--- config.mk ---
export PLATFORM = sky130hd
export DESIGN_NAME = periph_slave_arbiter_flat
export DESIGN_NICKNAME = d
export VERILOG_FILES = /design/src/rtl/periph_slave_arbiter_if.sv /design/src/rtl/periph_slave_arbiter.sv /design/src/flat_wrapper.sv
export SDC_FILE = /design/constraint.sdc
export NUM_CORES = 1
export LEC_CHECK = 0
export ABC_AREA = 1
export BUFFER_PORTS_ARGS = -buffer_cell sky130_fd_sc_hd__buf_2
export CORE_AREA = 3 3 603 605
export DETAILED_ROUTE_END_ITERATION = 8
export DIE_AREA = 0 0 606 608
export PLACE_DENSITY = 0.3
export SLEW_MARGIN = 40
export SYNTH_ARGS = -nofsm -noshare
export SYNTH_HDL_FRONTEND = slang
export SYNTH_SLANG_ARGS = --single-unit
--- constraint.sdc ---
create_clock -name clk -period 6.1 [get_ports clk]
set_input_delay 1.22 -clock clk [delete_from_list [all_inputs] [get_ports clk]]
set_output_delay 1.22 -clock clk [all_outputs]
set_load 0.01 [all_outputs]
--- src/rtl/periph_slave_arbiter_if.sv ---
// Bus bundle between N request paths, the arbiter and one peripheral slave port.
// The slave modport is the arbiter side; the master modport is the environment.
interface periph_slave_arbiter_if #(
    parameter int N_MASTER   = 16,
    parameter int ADDR_WIDTH = 32,
    parameter int DATA_WIDTH = 32,
    parameter int BE_WIDTH   = DATA_WIDTH / 8,
    parameter int ID_WIDTH   = N_MASTER,
    parameter int DEPTH      = 2
);
    localparam int CW = $clog2(DEPTH) + 1;

    logic [N_MASTER-1:0]                 data_req_i;
    logic [N_MASTER-1:0][ADDR_WIDTH-1:0] data_add_i;
    logic [N_MASTER-1:0]                 data_wen_i;
    logic [N_MASTER-1:0][DATA_WIDTH-1:0] data_wdata_i;
    logic [N_MASTER-1:0][BE_WIDTH-1:0]   data_be_i;
    logic [N_MASTER-1:0][ID_WIDTH-1:0]   data_ID_i;
    logic [N_MASTER-1:0]                 data_gnt_o;

    logic                                data_req_o;
    logic [ADDR_WIDTH-1:0]               data_add_o;
    logic                                data_wen_o;
    logic [DATA_WIDTH-1:0]               data_wdata_o;
    logic [BE_WIDTH-1:0]                 data_be_o;
    logic [ID_WIDTH-1:0]                 data_ID_o;
    logic                                data_gnt_i;

    logic                                data_r_valid_i;
    logic [DATA_WIDTH-1:0]               data_r_rdata_i;
    logic                                data_r_opc_i;
    logic [N_MASTER-1:0]                 data_r_valid_o;
    logic [DATA_WIDTH-1:0]               data_r_rdata_o;
    logic                                data_r_opc_o;

    logic [CW-1:0]                       outstanding_o;
    logic                                error_o;

    modport slave (
        input  data_req_i, data_add_i, data_wen_i,
        input  data_wdata_i, data_be_i, data_ID_i,
        output data_gnt_o,
        output data_req_o, data_add_o, data_wen_o,
        output data_wdata_o, data_be_o, data_ID_o,
        input  data_gnt_i,
        input  data_r_valid_i, data_r_rdata_i, data_r_opc_i,
        output data_r_valid_o, data_r_rdata_o, data_r_opc_o,
        output outstanding_o, error_o
    );

    modport master (
        output data_req_i, data_add_i, data_wen_i,
        output data_wdata_i, data_be_i, data_ID_i,
        input  data_gnt_o,
        input  data_req_o, data_add_o, data_wen_o,
        input  data_wdata_o, data_be_o, data_ID_o,
        output data_gnt_i,
        output data_r_valid_i, data_r_rdata_i, data_r_opc_i,
        input  data_r_valid_o, data_r_rdata_o, data_r_opc_o,
        input  outstanding_o, error_o
    );
endinterface

--- src/rtl/periph_slave_arbiter.sv ---
// Round-robin arbiter sharing one peripheral slave port between N masters.
// Granted master indices are queued in order to route responses back.
module periph_slave_arbiter #(
    parameter int N_MASTER   = 16,
    parameter int ADDR_WIDTH = 32,
    parameter int DATA_WIDTH = 32,
    parameter int BE_WIDTH   = DATA_WIDTH / 8,
    parameter int ID_WIDTH   = N_MASTER,
    parameter int DEPTH      = 2
) (
    input logic                   clk,
    input logic                   rst,
    periph_slave_arbiter_if.slave bus
);
    localparam int PW = $clog2(N_MASTER);
    localparam int DW = $clog2(DEPTH);
    localparam int CW = DW + 1;
    localparam logic [CW-1:0] FULL_CNT = CW'(DEPTH);
    localparam logic [PW-1:0] LAST_M   = PW'(N_MASTER - 1);
    localparam logic [PW:0]   N_WIDE   = (PW + 1)'(N_MASTER);

    logic [PW-1:0] rr_ptr;
    logic [PW-1:0] fifo_q [DEPTH];
    logic [DW-1:0] wr_ptr;
    logic [DW-1:0] rd_ptr;
    logic [CW-1:0] count;
    logic          error_q;

    logic          found;
    logic [PW-1:0] winner;
    logic          full;
    logic          push;
    logic          pop;
    logic          spurious;

    logic [ADDR_WIDTH-1:0] add_sel;
    logic [DATA_WIDTH-1:0] wdata_sel;
    logic [BE_WIDTH-1:0]   be_sel;
    logic [ID_WIDTH-1:0]   id_sel;
    logic                  wen_sel;
    logic [N_MASTER-1:0]   gnt;
    logic [N_MASTER-1:0]   rvalid;

    // Search upward from rr_ptr with wrap for the first requester.
    always_comb begin
        logic [PW:0] idx;
        found  = 1'b0;
        winner = '0;
        for (int i = 0; i < N_MASTER; i++) begin
            idx = {1'b0, rr_ptr} + (PW + 1)'(i);
            if (idx >= N_WIDE) begin
                idx = idx - N_WIDE;
            end
            if (!found && bus.data_req_i[idx[PW-1:0]]) begin
                found  = 1'b1;
                winner = idx[PW-1:0];
            end
        end
    end

    assign full     = (count == FULL_CNT);
    assign push     = bus.data_req_o & bus.data_gnt_i;
    assign pop      = bus.data_r_valid_i & (count != '0);
    assign spurious = bus.data_r_valid_i & (count == '0);

    // Payload mux and grant/response demux; zero when idle.
    always_comb begin
        add_sel   = '0;
        wdata_sel = '0;
        be_sel    = '0;
        id_sel    = '0;
        wen_sel   = 1'b0;
        gnt       = '0;
        rvalid    = '0;
        if (found) begin
            add_sel   = bus.data_add_i[winner];
            wdata_sel = bus.data_wdata_i[winner];
            be_sel    = bus.data_be_i[winner];
            id_sel    = bus.data_ID_i[winner];
            wen_sel   = bus.data_wen_i[winner];
        end
        if (push) begin
            gnt[winner] = 1'b1;
        end
        if (pop) begin
            rvalid[fifo_q[rd_ptr]] = 1'b1;
        end
    end

    assign bus.data_req_o     = (|bus.data_req_i) & ~full;
    assign bus.data_add_o     = add_sel;
    assign bus.data_wdata_o   = wdata_sel;
    assign bus.data_be_o      = be_sel;
    assign bus.data_ID_o      = id_sel;
    assign bus.data_wen_o     = wen_sel;
    assign bus.data_gnt_o     = gnt;
    assign bus.data_r_valid_o = rvalid;
    assign bus.data_r_rdata_o = bus.data_r_rdata_i;
    assign bus.data_r_opc_o   = bus.data_r_opc_i;
    assign bus.outstanding_o  = count;
    assign bus.error_o        = error_q;

    // Pointers, occupancy, priority rotation and sticky error.
    always_ff @(posedge clk) begin
        if (rst) begin
            rr_ptr  <= '0;
            wr_ptr  <= '0;
            rd_ptr  <= '0;
            count   <= '0;
            error_q <= 1'b0;
        end else begin
            if (push) begin
                wr_ptr <= wr_ptr + 1'b1;
                rr_ptr <= (winner == LAST_M) ? '0 : winner + 1'b1;
            end
            if (pop) begin
                rd_ptr <= rd_ptr + 1'b1;
            end
            if (push && !pop) begin
                count <= count + 1'b1;
            end else if (pop && !push) begin
                count <= count - 1'b1;
            end
            if (spurious) begin
                error_q <= 1'b1;
            end
        end
    end

    // Index storage needs no reset; occupancy guards every read.
    always_ff @(posedge clk) begin
        if (push) begin
            fifo_q[wr_ptr] <= winner;
        end
    end
endmodule

--- src/flat_wrapper.sv ---
// flat-port wrapper written by rule: the top's interface ports become plain ports
module periph_slave_arbiter_flat 
#(
    parameter int N_MASTER   = 16,
    parameter int ADDR_WIDTH = 32,
    parameter int DATA_WIDTH = 32,
    parameter int BE_WIDTH   = DATA_WIDTH / 8,
    parameter int ID_WIDTH   = N_MASTER,
    parameter int DEPTH      = 2
)
  (clk, rst, bus_data_req_i, bus_data_add_i, bus_data_wen_i, bus_data_wdata_i, bus_data_be_i, bus_data_ID_i, bus_data_gnt_o, bus_data_req_o, bus_data_add_o, bus_data_wen_o, bus_data_wdata_o, bus_data_be_o, bus_data_ID_o, bus_data_gnt_i, bus_data_r_valid_i, bus_data_r_rdata_i, bus_data_r_opc_i, bus_data_r_valid_o, bus_data_r_rdata_o, bus_data_r_opc_o, bus_outstanding_o, bus_error_o);
  periph_slave_arbiter_if #(.N_MASTER(N_MASTER), .ADDR_WIDTH(ADDR_WIDTH), .DATA_WIDTH(DATA_WIDTH), .BE_WIDTH(BE_WIDTH), .ID_WIDTH(ID_WIDTH), .DEPTH(DEPTH)) bus_i ();
  input logic clk;
  input logic rst;
  input wire logic [$bits(bus_i.data_req_i)-1:0] bus_data_req_i;
  input wire logic [$bits(bus_i.data_add_i)-1:0] bus_data_add_i;
  input wire logic [$bits(bus_i.data_wen_i)-1:0] bus_data_wen_i;
  input wire logic [$bits(bus_i.data_wdata_i)-1:0] bus_data_wdata_i;
  input wire logic [$bits(bus_i.data_be_i)-1:0] bus_data_be_i;
  input wire logic [$bits(bus_i.data_ID_i)-1:0] bus_data_ID_i;
  output wire logic [$bits(bus_i.data_gnt_o)-1:0] bus_data_gnt_o;
  output wire logic [$bits(bus_i.data_req_o)-1:0] bus_data_req_o;
  output wire logic [$bits(bus_i.data_add_o)-1:0] bus_data_add_o;
  output wire logic [$bits(bus_i.data_wen_o)-1:0] bus_data_wen_o;
  output wire logic [$bits(bus_i.data_wdata_o)-1:0] bus_data_wdata_o;
  output wire logic [$bits(bus_i.data_be_o)-1:0] bus_data_be_o;
  output wire logic [$bits(bus_i.data_ID_o)-1:0] bus_data_ID_o;
  input wire logic [$bits(bus_i.data_gnt_i)-1:0] bus_data_gnt_i;
  input wire logic [$bits(bus_i.data_r_valid_i)-1:0] bus_data_r_valid_i;
  input wire logic [$bits(bus_i.data_r_rdata_i)-1:0] bus_data_r_rdata_i;
  input wire logic [$bits(bus_i.data_r_opc_i)-1:0] bus_data_r_opc_i;
  output wire logic [$bits(bus_i.data_r_valid_o)-1:0] bus_data_r_valid_o;
  output wire logic [$bits(bus_i.data_r_rdata_o)-1:0] bus_data_r_rdata_o;
  output wire logic [$bits(bus_i.data_r_opc_o)-1:0] bus_data_r_opc_o;
  output wire logic [$bits(bus_i.outstanding_o)-1:0] bus_outstanding_o;
  output wire logic [$bits(bus_i.error_o)-1:0] bus_error_o;
  assign bus_i.data_req_i = bus_data_req_i;
  assign bus_i.data_add_i = bus_data_add_i;
  assign bus_i.data_wen_i = bus_data_wen_i;
  assign bus_i.data_wdata_i = bus_data_wdata_i;
  assign bus_i.data_be_i = bus_data_be_i;
  assign bus_i.data_ID_i = bus_data_ID_i;
  assign bus_data_gnt_o = bus_i.data_gnt_o;
  assign bus_data_req_o = bus_i.data_req_o;
  assign bus_data_add_o = bus_i.data_add_o;
  assign bus_data_wen_o = bus_i.data_wen_o;
  assign bus_data_wdata_o = bus_i.data_wdata_o;
  assign bus_data_be_o = bus_i.data_be_o;
  assign bus_data_ID_o = bus_i.data_ID_o;
  assign bus_i.data_gnt_i = bus_data_gnt_i;
  assign bus_i.data_r_valid_i = bus_data_r_valid_i;
  assign bus_i.data_r_rdata_i = bus_data_r_rdata_i;
  assign bus_i.data_r_opc_i = bus_data_r_opc_i;
  assign bus_data_r_valid_o = bus_i.data_r_valid_o;
  assign bus_data_r_rdata_o = bus_i.data_r_rdata_o;
  assign bus_data_r_opc_o = bus_i.data_r_opc_o;
  assign bus_outstanding_o = bus_i.outstanding_o;
  assign bus_error_o = bus_i.error_o;
  periph_slave_arbiter #(.N_MASTER(N_MASTER), .ADDR_WIDTH(ADDR_WIDTH), .DATA_WIDTH(DATA_WIDTH), .BE_WIDTH(BE_WIDTH), .ID_WIDTH(ID_WIDTH), .DEPTH(DEPTH)) u_core (.clk(clk), .rst(rst), .bus(bus_i));
endmodule
==> results.md, run 1 <==
Outcome:
- The flow ran to the end, but the final reports show violations.
- The final reports fail on setup timing.

Global route:
- The global routing usage summed across all routing layers is ~14%.
- For this run the aggregate overflow at the end of global routing stands at 0.
- The via count of the first global-routing pass came to 33,300.
- The wire length of the first global-routing pass is 337 mm.
- Entering global routing, the biggest net connects 62 pins.
- The initial antenna violation count was 218.

Drt:
- The total vias in the final route is 34,600.
- The mean number of vias per cell is 3.23.
- The number of iterations in the first detailed-routing pass is 7.
- After detailed routing, the number of remaining DRC violations is 0.
- After detailed routing, the average wire length per cell comes to about 26 µm.
- Wires add up to roughly 280 mm.
- The violation count after the first detailed-route iteration is roughly 2,600.
- Once detail routing completed, the nets flagged for antenna violations numbered 0.

Setup path:
- The worst stage delay on the critical path is around 0.26 ns.
- Data arrives at the worst endpoint at between 5 and 6 ns.
- The cell with the largest stage delay on the worst path is nor2_4.
- Along the worst path, the maximum fanout reaches 34.
- The path depth of the worst reg2reg path is 28.
- The critical path data required time is just under 5 ns.
- The worst-case register-to-register setup slack is between 1.5 and 2 ns.
- The worst setup path is of the primary input to output port kind.
- The number of buffers and inverters on the critical path is 8.
- The cell family with the largest share of critical-path delay is simple AND/OR/NAND/NOR gates.
- The worst reg2reg path startpoint is u_core.rr_ptr[1]$_SDFFE_PP0P_.
- The endpoint kind of the worst setup timing path is an output port.
- The endpoint identified for the worst register-to-register timing path is u_core.bus.outstanding_o[1]$_SDFFE_PP0P_.
- STA classifies the critical path startpoint as a primary input.
- The most numerous cell on the critical path is buf_4.

Floorplanning:
- The die boundary height is 608 µm.
- The effective utilization at floorplan is 5.04%.
- The floorplan step defined a die boundary enclosing roughly 370,000 µm².
- The die is 606 µm wide.
- The top-level I/O count is ~1,600.
- The total area inside the core boundary comes to roughly 360,000 µm².
- The total number of placement rows is between 200 and 250.

STA:
- The setup total negative slack is -1.36 ns.
- The smallest setup slack after layout is -0.219 ns.
- Setup violations remaining at the end of the flow were counted as 21.
- The clock period minus final worst setup slack is 6.32 ns.
- The post-route clock skew is 0.00730 ns.
- The highest clock frequency the design can meet is 158 MHz.
- Setup repair after global routing could not meet its margin everywhere.
- The number of failing hold endpoints at the final stage came to 0.
- The pin slew with the least headroom to its limit is approximately 0.93 ns.
- Hold timing on the final database bottoms out at a slack of between 0.4 and 0.5 ns.
- The portion of the clock cycle consumed by the worst path in the final layout is 104%.
- The max-slew violation total from the final report is 0.
- In this run the tightest slew margin relative to its limit is approximately 38%.

Synth:
- After synthesis the cells add up to roughly 18,000 µm².
- Counting distinct cell types in the post-synthesis netlist gives 43.
- By count the netlist is led by nand2_1 (1,617), nand3_1 (516), inv_1 (395), nor2_1 (325), o21ai_0 (178).
- The fraction of synthesis flops using an asynchronous set or reset pin is 0%.
- Of the synthesized area, sequential elements account for 2.43%.
- Yosys printed 0 warnings.
- The commonest register cell after synthesis is dfxtp_1.
- The dominant cell type by area after synthesis is nand2_1.
- In the post-synthesis netlist, the cell with the most instances is nand2_1.
- The flop and latch count out of synthesis is 18.
- By area the synthesized netlist is led by nand2_1 (34%), nand3_1 (14%), inv_1 (8.2%).
- The number of nets handed over by synthesis was 5,393.
- The proportion of netlist area held by the largest area contributor is between 30% and 40%.
- The post-synthesis cell count is slightly below 4,000.
- Counting flops with a built-in enable in the synthesized netlist gives 8.
- The post-synthesis average cell area is 4.56 µm².

CTS:
- The maximum level of the CTS H-tree is 1.
- In this run the deepest clock path goes through 2 buffers.
- The later-pin clock latency in the skew report is between 0.2 and 0.3 ns.
- The number of buffers added by the clock tree synthesis step is 3.
- The root buffer cell is clkbuf_16.
- The CTS clock-pin slew for the worst setup and hold paths is 0.06 ns.
- The clock tree from TritonCTS is done.
- For this design, the CTS-stage hold fixing added 0 buffers.
- Counting every sink on the clock net gives 18.

Layout:
- For this run, the number of standard cells in the final layout without fillers is approximately 11,000.
- The post-route netlist has 47.5% of its cells at a drive strength greater than 1.
- Measured on the finished design, the core utilization comes to 11.7%.
- Counting the fill cells in the layout gives about 43,000.
- Compared with the post-synthesis result, the final layout area differs by 133%.
- At the end of the flow, the number of nets in the layout was 7,312.

Min path:
- The worst hold path was traced through 2 stages.
- The path class of the tightest hold or removal check is flop to flop.
- The endpoint of the worst hold path is u_core.bus.error_o$_SDFFE_PP0P_.
- The worst hold path begins at u_core.bus.error_o$_SDFFE_PP0P_.

Placement:
- Detailed placement finished with a half-perimeter wire length of 241 mm.
- The instance count after placement with tap cells included is approximately 10,000.
- Routability-driven placement finished with a final weighted congestion of around 0.9.
- The count of buffers inserted at the top-level ports is ~1,500.

Run:
- Across the run, the number of max-cap violations was 0.
## how the worst max path moves through the flow
| stage | startpoint | endpoint | slack, ns | cells after the start |
|---|---|---|---|---|
| after floorplan | bus_data_req_i[11] | bus_data_gnt_o[11] | 0.77 | 23 |
| after global placement | bus_data_req_i[10] | bus_data_wdata_o[22] | -0.86 | 28 |
| after detailed placement | bus_data_req_i[10] | bus_data_wdata_o[15] | -0.83 | 28 |
| after CTS | bus_data_req_i[11] | bus_data_wdata_o[24] | -0.24 | 27 |
| after global routing | bus_data_req_i[5] | bus_data_wdata_o[27] | -0.36 | 30 |
| final | bus_data_req_i[7] | bus_data_wdata_o[24] | -0.22 | 29 |
## logic make-up after synthesis
kind of cell / share of synthesized area (%)
simple gates: 64.9
fa+ha+maj: 0.899
flops: 2.43
compound gates: 14.1
buf+inv: 17.1
xor+xnor: 0.574
## what timing repair did
action,4_1_cts,5_1_grt
pin swaps,90,156
setup endpoints to repair,101,99
gates cloned,15,33
gates resized for setup,440,481
setup buffers,65,91
## state kept, by name (all words and copies together), names as in the netlist, named ones only
signal,flops
u_core.wr_ptr,1
u_core.rd_ptr,1
u_core.bus.error_o,1
u_core.bus.outstanding_o,2
u_core.rr_ptr,4
u_core.fifo_q,8
## tightest hold or removal path, cell delays in order (launching register included)
cell and delay (ns):
dfxtp_1 0.33, a31oi_1 0.04, nor2_1 0.07
## final cells by class
cell class              instances  area (µm²)  share of cell area (%)
flip-flops and latches         18         442                    1.05
inverters                     403        1620                    3.85
clock buffers                   3        75.1                   0.178
clock inverters                 1        3.75                 0.00892
repair inverters                1        11.3                  0.0268
well taps                    4773        5970                    14.2
multi-input cells            3232       17000                    40.5
diodes                         70         175                   0.416
repair buffers               2227       16700                    39.8
## per-layer routing
layer / track usage (%) / share of wire (%) / vias to the layer above
li1: - / - / 16300
met1: 16.6 / 40 / 16100
met2: 24.9 / 49 / 1662
met3: 3.84 / 8.6 / 404
met4: 2.41 / 2.0 / 114
met5: 0 / 0.27 / -
## through the flow
stage                     cell area, µm²  setup slack (ns)
after global routing               42000            -0.361
after detailed placement           35700            -0.825
after CTS                          38400            -0.243
after global placement             35700            -0.864
final                              42100            -0.219
after floorplan                    18100             0.773
## placed cells by master, fill, tap and decap left out, drive strengths merged
cell      instances
nand4            16
nor3b             1
a22oi             2
o21ai           353
xor2              7
xnor2             4
clkinv            5
a21oi            13
buf            2191
o21bai            4
a31oi             1
diode            70
clkinvlp          2
nor2            331
bufbuf            5
inv             398
o21a              1
dfxtp            10
nand3b            2
clkbuf           34
nand2          1620
or2             255
nor3              4
a31o              1
ha               13
nand3           519
o211ai           84
edfxtp            8
a211oi            1
Power of run 1 is not shown: default switching activity piles up to over one toggle a cycle in this logic, so the estimate is an artifact.
==> run 2: changes to the inputs <==
- ABC_AREA: 1 -> unset
- BUFFER_PORTS_ARGS: -buffer_cell sky130_fd_sc_hd__buf_2 -> unset
- CORE_AREA: 3 3 603 605 -> 3 3 606 608
- DIE_AREA: 0 0 606 608 -> 0 0 609 611
- DONT_BUFFER_PORTS: unset -> 1
==> results.md, run 2 <==
STA:
- Setup repair after global routing could not meet its margin everywhere.
- The count of final setup violators is 85 (+300%).
- The pin slew with the least headroom to its limit came to 0.965 ns (+0.0339 ns).
- The highest clock frequency the design can meet was 151 MHz (-4.5%).
- The post-route clock skew came to 0.0114 ns (+0.00413 ns).
- The max-slew violation total from the final report is 0 (unchanged).
- The worst hold slack was 0.519 ns (+0.0415 ns).
- The number of failing hold endpoints at the final stage came to 0 (unchanged).
- The smallest setup slack after layout is -0.515 ns (-0.296 ns).
- The portion of the clock cycle consumed by the worst path in the final layout is 108% (+4.9 points).
- The clock period minus final worst setup slack is 6.62 ns (+0.296 ns).
- The worst slew slack as a fraction of its limit came to 35.7% (-2.0 points).

Floorplanning:
- The effective utilization at floorplan is 4.48% (-0.57 points).
- The die boundary height came to 611 µm (+0.49%).
- The die outline width is 609 µm (+0.50%).
- The top-level I/O count came to 1,567 (unchanged).
- The total number of placement rows came to 221 (+0.45%).
- The core area is 362,000 µm² (+0.99%).
- The total die area is 372,000 µm² (+0.99%).

CTS:
- The number of buffers between clock root and the deepest sink is 2 (unchanged).
- The root buffer cell is clkbuf_16.
- The CTS clock-pin slew for the worst setup and hold paths is 0.06 ns (about the same).
- The maximum level of the CTS H-tree came to 1 (unchanged).
- The later-pin clock latency in the skew report came to 0.28 ns (+0.02 ns).
- The number of buffers added by the clock tree synthesis step is 3 (unchanged).
- The total number of clock tree sinks was 18 (unchanged).
- The hold buffer count at CTS was 0 (unchanged).
- TritonCTS built the clock tree.

Placement:
- The count of buffers inserted at the top-level ports is 0 (-100%).
- The routability congestion estimate from global placement is 0.999 (+8.1%).
- The sum of net half-perimeters after detailed placement came to 221 mm (-8.2%).

Global route:
- The global routing usage summed across all routing layers is 12.9% (-1.1 points).
- The largest net degree at the start of global routing is 46 (-26%).
- The met3 demand-to-capacity share in global routing is 4.22% (+0.37 points).
- The via count of the first global-routing pass came to 26,600 (-20%).
- After global routing, the most crowded layer is met2.
- The global-route met2 utilization is 20.8% (-4.1 points).
- The overall overflow remaining after global route came to 0 (unchanged).
- The wire length of the first global-routing pass is 311 mm (-7.8%).
- The met1 capacity usage during global routing is 16.3% (-0.29 points).
- The initial antenna violation count is 118 (-46%).

Min path:
- The worst hold path belongs to the class flop to flop.

Synth:
- The commonest register cell after synthesis is dfxtp_1.
- The yosys synthesis warning count is 0 (unchanged).
- The count of unique library cells instantiated by Yosys is 74 (+72%).
- The cell with the most instances after synthesis is nand2_1.
- The flop and latch count out of synthesis is 18 (unchanged).
- The post-synthesis net count was 4,374 (-19%).
- The commonest cells after synthesis are nand2_1 (1,210), nand3_1 (475), mux2i_1 (203), a31oi_1 (172), buf_2 (110).
- By area the synthesized netlist is led by nand2_1 (28%), nand3_1 (15%), mux2i_1 (13%).
- The fraction of synthesis flops using an asynchronous set or reset pin is 0% (unchanged).
- The post-synthesis cell count is 2,948 (-26%).
- The number of flops mapped to enable cells by yosys is 8 (unchanged).
- The netlist area before placement came to 16,200 µm² (-10%).
- The dominant cell type by area after synthesis is nand2_1.
- The proportion of netlist area held by the largest area contributor was 28.0% (-5.5 points).
- The sequential area share after synthesis came to 2.72% (+0.28 points).
- The post-synthesis average cell area is 5.50 µm² (+21%).

Drt:
- The number of remaining DRC errors was 0 (unchanged).
- The routed length per placed instance was 30.9 µm (+18%).
- The count of antenna-violating nets left after detailed routing is 0 (unchanged).
- The wire length after detailed routing came to 259 mm (-7.8%).
- The number of iterations in the first detailed-routing pass was 6 (-1).
- The violation count after the first detailed-route iteration was 2,649 (+2.6%).
- The mean number of vias per cell is 3.26 (+1.1%).
- The total vias in the final route is 27,400 (-21%).

Layout:
- The number of flip-flops in the largest register is 8 (unchanged).
- The fraction of final layout cells sized beyond drive strength 1 is 47.2% (-0.31 points).
- The count of nets after finishing is 4,987 (-32%).
- The library cell used most frequently in the layout, excluding fill and tap cells, is nand2_1.
- The top cell types in the final layout, fill and taps aside, are nand2_1 (1,071), buf_4 (476), nand3_1 (301).
- The area growth from synthesis to layout is 132%.
- The number of filler cells placed in the layout came to 42,400 (-0.74%).
- The register containing the most flip-flops in the final layout is u_core.fifo_q.

Setup path:
- The highest net fanout along the worst path is 9 (-74%).
- The type of the worst setup path is primary input to output port.
- The signal arrival time at the worst endpoint is 5.40 ns (+0.30 ns).
- The critical path data required time is 4.88 ns (about the same).
- The startpoint kind of the worst setup timing path is a primary input.
- The worst setup path is captured at an output port.
- The worst-case register-to-register setup slack came to 1.13 ns (-0.50 ns).

Outcome:
- The checks that failed: setup timing.
- The run finished, with violations left.

Run:
- The number of violations of the max-capacitance limit came to 0 (unchanged).
==> run 2: cell types whose count changed in the layout (fill, tap and decap cells not counted), moves of 59 or more <==
| cell | change |
|---|---|
| a31oi_1 | +59 |
| o21ai_1 | -139 |
| o211ai_1 | -82 |
| mux2i_1 | +153 |
| or2_2 | -103 |
| inv_1 | -374 |
| nor2_1 | -180 |
| buf_6 | +60 |
| buf_2 | -1435 |
| nand2_1 | -440 |
| a31oi_4 | +64 |
| o21ai_0 | -118 |
| or2_0 | -139 |
==> run 2: per-stage QoR <==
step / setup TNS [ns] / instance area (µm²) / setup slack (ns) / cells / utilization (%)
floorplan: 0 / 16800 / 0.000988 / 2948 / -
global route: -41.31 / 37500 / -0.607 / 8386 / 10.4
detailed placement: -65.09 / 28300 / -1.20 / 8119 / 7.81
CTS: -37.05 / 34000 / -0.562 / 8274 / 9.38
finish: -32.02 / 37600 / -0.515 / 8395 / 10.4
global placement: -68.70 / 28300 / -1.17 / 8119 / 7.81
==> run 2: worst max-delay path: stages <==
cell and delay [ns]:
mux2_1 0.28, mux4_2 0.51, mux2_4 0.31, nand2b_4 0.16, nand3b_1 0.19, or3_4 0.42
a21o_1 0.19, o22ai_4 0.22, buf_12 0.24, buf_16 0.17, buf_12 0.13, buf_12 0.12
buf_12 0.11, mux2i_1 0.07, mux2i_1 0.22, buf_4 0.19, a32oi_2 0.06, a211oi_2 0.33
buf_4 0.20
==> run 2: worst paths after layout <==
| path | start | to | cells after the start |
|---|---|---|---|
| min reg2reg | u_core.rd_ptr$_SDFFE_PP0P_ | u_core.rd_ptr$_SDFFE_PP0P_ | 2 |
| max | bus_data_req_i[12] | bus_data_wdata_o[5] | 19 |
| min | u_core.rd_ptr$_SDFFE_PP0P_ | u_core.rd_ptr$_SDFFE_PP0P_ | 2 |
| max reg2reg | u_core.rr_ptr[1]$_SDFFE_PP0P_ | u_core.rr_ptr[0]$_SDFFE_PP0P_ | 20 |
==> run 2: layer usage <==
metal / up-vias / share of wire [%]
met5: - / 0.16
met4: 62 / 3.4
met3: 316 / 9.4
met2: 1672 / 46
met1: 13600 / 42
li1: 11700 / -
==> run 2: logic make-up after synthesis <==
family	share of synthesized area, %
AOI/OAI and AO/OA	20.8
adders and majority gates	1.00
and+or+nand+nor	46.8
muxes	17.7
DFF	2.72
buffers and inverters	10.1
xor gates and xnor gates	0.911
==> run 2: area by class of cell <==
type / instances / area (µm²) / share of cell area [%]
diodes: 41 / 103 / 0.273
clock buffers: 3 / 75.1 / 0.200
clock inverters: 1 / 3.75 / 0.00999
inverters: 22 / 178 / 0.473
multi-input cells: 2603 / 19500 / 52.0
flip-flops and latches: 18 / 443 / 1.18
well taps: 4794 / 6000 / 16.0
repair buffers: 913 / 11200 / 29.9
==> run 2: repair_timing <==
action,CTS,global route
setup endpoints to repair,101,101
setup buffers,132,89
pin swaps,210,214
resized for setup,721,541
gates cloned,34,14
Power of run 2 is left out for the same reason.
